$ cat config.mk
export PLATFORM = sky130hd
export DESIGN_NAME = dmem_arbiter
export DESIGN_NICKNAME = d
export VERILOG_FILES = /design/src/rtl/riscv_pkg.sv /design/src/rtl/dmem_arbiter_rr_pick.sv /design/src/rtl/dmem_arbiter.sv
export SDC_FILE = /design/constraint.sdc
export NUM_CORES = 1
export LEC_CHECK = 0
export ABC_AREA = 1
export CORE_AREA = 5 5 102 104
export DETAILED_ROUTE_END_ITERATION = 8
export DIE_AREA = 0 0 107 109
export GPL_TIMING_DRIVEN = 0
export PLACE_DENSITY = 0.79
export RECOVER_POWER = 100
export SETUP_SLACK_MARGIN = 0.02
export SLEW_MARGIN = 15
export SYNTH_ARGS = -nofsm -noshare
export SYNTH_HDL_FRONTEND = slang
export SYNTH_SLANG_ARGS = --single-unit
$ cat constraint.sdc
create_clock -name clk -period 1.74 [get_ports clk]
set_input_delay 0.522 -clock clk [delete_from_list [all_inputs] [get_ports clk]]
set_output_delay 0.522 -clock clk [all_outputs]
set_load 0.05 [all_outputs]
$ cat src/rtl/riscv_pkg.sv
// Shared defaults and state encoding for the data-memory arbiter.
package riscv_pkg;

  localparam int NREQ_DEF = 2;
  localparam int AW_DEF   = 32;
  localparam int DW_DEF   = 32;

  // Arbiter FSM encoding: IDLE has nothing on the memory port, SERVE owns it.
  typedef enum logic [0:0] {
    IDLE  = 1'b0,
    SERVE = 1'b1
  } arb_state_t;

  // Index width for a requester number; never zero so a 1-requester build still has a port.
  function automatic int idx_width(input int n);
    return (n > 1) ? $clog2(n) : 1;
  endfunction

endpackage

$ cat src/rtl/dmem_arbiter_rr_pick.sv
// Round-robin picker: first eligible index after `last`, wrapping around.
module rr_pick
  import riscv_pkg::*;
#(
  parameter int NREQ = NREQ_DEF,
  parameter int IW   = idx_width(NREQ)
) (
  input  logic [NREQ-1:0] elig_i,
  input  logic [IW-1:0]   last_i,
  output logic [IW-1:0]   winner_o,
  output logic            any_o
);

  assign any_o = |elig_i;

  // Scan offsets from farthest to nearest so the nearest eligible index after `last` wins.
  // The sum of last (< NREQ) and offset (<= NREQ) fits in IW+1 bits, so one subtraction wraps it.
  always_comb begin : scan
    logic [IW:0]   sum;
    logic [IW-1:0] idx;
    sum      = '0;
    idx      = '0;
    winner_o = last_i;
    for (int k = NREQ; k >= 1; k--) begin
      sum = {1'b0, last_i} + (IW+1)'(k);
      if (sum >= (IW+1)'(NREQ)) begin
        sum = sum - (IW+1)'(NREQ);
      end
      idx = sum[IW-1:0];
      if (elig_i[idx]) begin
        winner_o = idx;
      end
    end
  end

endmodule

$ cat src/rtl/dmem_arbiter.sv
// Round-robin arbiter that shares one single-ported data memory among NREQ requesters.
//
// Handshake: a requester raises req[i] together with we/addr/wdata and holds them
// unchanged until the cycle in which gnt[i] is high; that gnt cycle is the cycle its
// access is presented on the mem_* port. Dropping req before gnt withdraws the request.
// Loads return rdata one cycle after gnt, marked by a one-cycle rvalid[i] pulse.
// A requester is never granted twice in a row, because the gnt bit masks its own req
// out of the next arbitration.
module dmem_arbiter
  import riscv_pkg::*;
#(
  parameter int NREQ = NREQ_DEF,
  parameter int AW   = AW_DEF,
  parameter int DW   = DW_DEF
) (
  input  logic             clk,
  input  logic             rst,
  input  logic [NREQ-1:0]  req,
  input  logic [NREQ-1:0]  we,
  input  logic [NREQ*AW-1:0] addr,
  input  logic [NREQ*DW-1:0] wdata,
  output logic [NREQ-1:0]  gnt,
  output logic [NREQ-1:0]  rvalid,
  output logic [DW-1:0]    rdata,
  output logic             busy,
  output logic             mem_re,
  output logic             mem_we,
  output logic [AW-1:0]    mem_addr,
  output logic [DW-1:0]    mem_wdata,
  input  logic [DW-1:0]    mem_rdata
);

  localparam int IW = idx_width(NREQ);

  arb_state_t        state_q, state_d;
  logic [IW-1:0]     owner_q, owner_d;
  logic [IW-1:0]     last_q, last_d;
  logic [NREQ-1:0]   rvalid_q, rvalid_d;
  logic [DW-1:0]     rdata_q, rdata_d;

  logic [AW-1:0]     addr_a  [NREQ];
  logic [DW-1:0]     wdata_a [NREQ];
  logic [NREQ-1:0]   elig;
  logic [IW-1:0]     pick_win;
  logic              pick_any;
  logic              serve;
  logic              own_we;

  for (genvar g = 0; g < NREQ; g++) begin : g_unpack
    assign addr_a[g]  = addr[g*AW +: AW];
    assign wdata_a[g] = wdata[g*DW +: DW];
  end

  assign serve  = (state_q == SERVE);
  assign own_we = we[owner_q];

  // The requester being served this cycle sits out the next arbitration.
  assign elig = req & ~gnt;

  rr_pick #(
    .NREQ (NREQ),
    .IW   (IW)
  ) u_pick (
    .elig_i   (elig),
    .last_i   (last_q),
    .winner_o (pick_win),
    .any_o    (pick_any)
  );

  // Grant pulse and memory port are a pure function of the registered state and owner.
  always_comb begin
    gnt       = '0;
    mem_re    = 1'b0;
    mem_we    = 1'b0;
    mem_addr  = '0;
    mem_wdata = '0;
    if (serve) begin
      gnt[owner_q] = 1'b1;
      mem_re       = ~own_we;
      mem_we       = own_we;
      mem_addr     = addr_a[owner_q];
      mem_wdata    = wdata_a[owner_q];
    end
  end

  // Next state: arbitrate every cycle; capture load data while a load is on the port.
  always_comb begin
    state_d  = IDLE;
    owner_d  = owner_q;
    last_d   = last_q;
    rvalid_d = '0;
    rdata_d  = rdata_q;
    if (pick_any) begin
      state_d = SERVE;
      owner_d = pick_win;
      last_d  = pick_win;
    end
    if (serve && !own_we) begin
      rvalid_d[owner_q] = 1'b1;
      rdata_d           = mem_rdata;
    end
  end

  // State registers; reset leaves last at NREQ-1 so requester 0 wins the first arbitration.
  always_ff @(posedge clk or posedge rst) begin
    if (rst) begin
      state_q  <= IDLE;
      owner_q  <= '0;
      last_q   <= IW'(NREQ - 1);
      rvalid_q <= '0;
      rdata_q  <= '0;
    end else begin
      state_q  <= state_d;
      owner_q  <= owner_d;
      last_q   <= last_d;
      rvalid_q <= rvalid_d;
      rdata_q  <= rdata_d;
    end
  end

  assign rvalid = rvalid_q;
  assign rdata  = rdata_q;
  assign busy   = serve;

endmodule

==> metrics <==
Final Cycle Share 121%; vias 3927; Clock Sinks 37; Clk Latency, worst-skew pair 0.29 ns; NumNets Final 848; first-pass GRT wire length 22.9 mm; Syn Inst Count 379; status finished with violations; Detail Route met2 WL 9.37 mm; Fin. Hold Viols 0; Worst setup SP type flop; core area 9460 um^2; peak supply drop 1190 uV; Netlist Area Pre-Place 2410 um^2; Post-DP HPWL 10.5 mm; drt wl/cell 21.6 um; WP data required 1.22 ns; syn avg cell area 6.35 um^2; fraction of layout cells with a size suffix above 1 48.8%; CTS tree done; CP Capture Type primary output; Top Layer Used met4; vias in the first global route 4051; Synth Area in Compound Gates 0.520%; Max Cap Viol 0; initial antenna violation count 1; Initial DRT Pass Iterations 4; Crit Path Category reg2out; Buffers on Ports 268; Die Y 109 um; most common cell after layout, fill and taps aside clkdlybuf4s50_1; Crit path largest cell delay 0.45 ns; Adder-Cell Fraction of Synth Area 0%; synthesis-to-finish area growth 205%; critical path arrival 1.58 ns; routed length on met3 1.37 mm; critical path's slowest cell dfrtp_2; largest family of logic cells by synthesized area simple AND/OR/NAND/NOR gates; Yosys top cell area share 41.5%; CTS clk-pin slew, worst paths 0.08 ns; failing checks setup timing; Total GRT Usage 25.6%; Slew Viols, Final 0; io pins 269; Final Power 15.0 mW; CTS Root Cell clkbuf_8; PD cells 2040 nW/um^2; Min Clock Period, post-route 2.10 ns; Syn Nets 545; Cell variety after synth 17; Leakage 3.62 nW; Crit path max-delay family buffers and inverters; critical path fanouts, max 5; clock skew 0.00379 ns; Avg Vias per Cell 4.92; global route overflow 0; Detail Route Antenna Nets 0; largest net degree at the start of global routing 38; simple-gate share of the synthesized area 51.3%; post-synthesis sequential area ratio 38.5%; detailed router's first-iteration violation count 179; H-tree levels 2; Seq cells post-synth 37; cell mode on critical path nand2_4; Slew HR 49.9%; YS warnings 0; worst setup margin -0.364 ns; Worst-Margin Slew 0.750 ns; post-synthesis mux area share 0%; Max Root-Sink Buffers 2; Synth Area in XOR/XNOR 0%; Min-Delay Path Class reg2reg; RSZ-0062 raised after global routing yes; cell breakdown of the critical path buf_6 -> nand2_4 -> inv_6 -> clkbuf_16 -> buf_12 -> nand2_4 -> nand2_4 -> buf_8; Starting Density 25.4%; Post-Route WL 17.3 mm; most frequent cells in the layout clkdlybuf4s50_1 (163), nand2_4 (132), nand2_1 (92), buf_8 (61), nand2_2 (35); met1 WL 5.80 mm; Die Wd 107 um; global placer's final weighted congestion 0.800; Die Footprint 11700 um^2; number of CTS-inserted buffers 5; TNS Setup -20.68 ns; max frequency 475 MHz; top cells by area, synth nand2_1 (41%), dfrtp_1 (37%), nand4_1 (8.3%); DRC Markers 0; number of buffer and inverter stages on the critical path 5; Synth area leader nand2_1; Final setup violation count 68; cell row count 36
[metrics by stage]
| step | utilization, % | cell area (um^2) | hold slack (ns) | cells | setup WS [ns] |
|---|---|---|---|---|---|
| after floorplan | - | 2930 | 0.471 | 379 | -0.0813 |
| after global placement | 60.8 | 5760 | 0.452 | 761 | -1.11 |
| after detailed placement | 60.8 | 5760 | 0.459 | 761 | -1.10 |
| after CTS | 73.5 | 6950 | 0.474 | 790 | -0.354 |
| after global routing | 77.6 | 7340 | 0.503 | 798 | -0.407 |
| final | 77.6 | 7340 | 0.477 | 798 | -0.364 |
[tightest hold or removal path, cell delays in order (launching register included)]
cell     delay (ns)
dfrtp_1        0.35
nand2_1        0.05
nand2_1        0.05
[kinds of logic after synthesis]
kind of cell,count (synthesis)
AO/OA/AOI/OAI,2
AND/OR/NAND/NOR,304
buffers and inverters,36
flip-flops,37
[layout make-up]
class / count / area [um^2]
Multi-Input combinational cell: 306 / 2480
Timing Repair Buffer: 296 / 3310
Clock buffer: 6 / 72.6
Buffer: 27 / 323
Tap cell: 114 / 143
Sequential cell: 37 / 930
Fill cell: 573 / 2110
Antenna cell: 1 / 2.50
Clock inverter: 2 / 38.8
Inverter: 9 / 50.0
[final timing paths]
path,start,endpoint,slack (ns),cells past startpoint
worst max-delay path,owner_q,mem_addr[1],-0.36,8
worst min-delay path,rdata[30],rdata[30],0.48,2
worst max register to register,owner_q,rdata[26],0.24,6
worst min register to register,rdata[30],rdata[30],0.48,2
max in group asynchronous,rst,busy,0.51,2
min in group asynchronous,rst,rdata[23],0.70,2
[Yosys cell counts (all sizes together)]
master / n
inv: 9
a21boi: 1
dfrtp: 36
o21ai: 1
dfstp: 1
nor2: 1
buf: 23
clkbuf: 4
nand3: 3
nand4: 32
nand2: 268
[sequential cells by signal (all words and copies together), names as in the netlist]
| signal | flops |
|---|---|
| rdata | 32 |
| rvalid | 2 |
| busy | 1 |
| last_q | 1 |
| owner_q | 1 |
[where the power goes]
part	switching, mW	internal (mW)	leakage [nW]
clock network	0.317	0.430	0.0554
logic	7.76	4.95	3.12
registers	0.252	1.28	0.452
total	8.33	6.66	3.62
[repair_timing]
item                       in CTS  in global routing
gates resized for setup       754                110
cloned                          8                  4
setup buffers                  14                  3
setup endpoints to repair     103                 96
pin swaps                       1                  7
hold buffers                    0                  0
[routing by layer]
metal	up-vias	global-route usage [%]
met1	1863	25.2
met2	218	49.1
met4	0	11.5
met3	57	7.76
met5	-	0
li1	1789	-
Note: power is estimated with default switching activity, not from simulation.
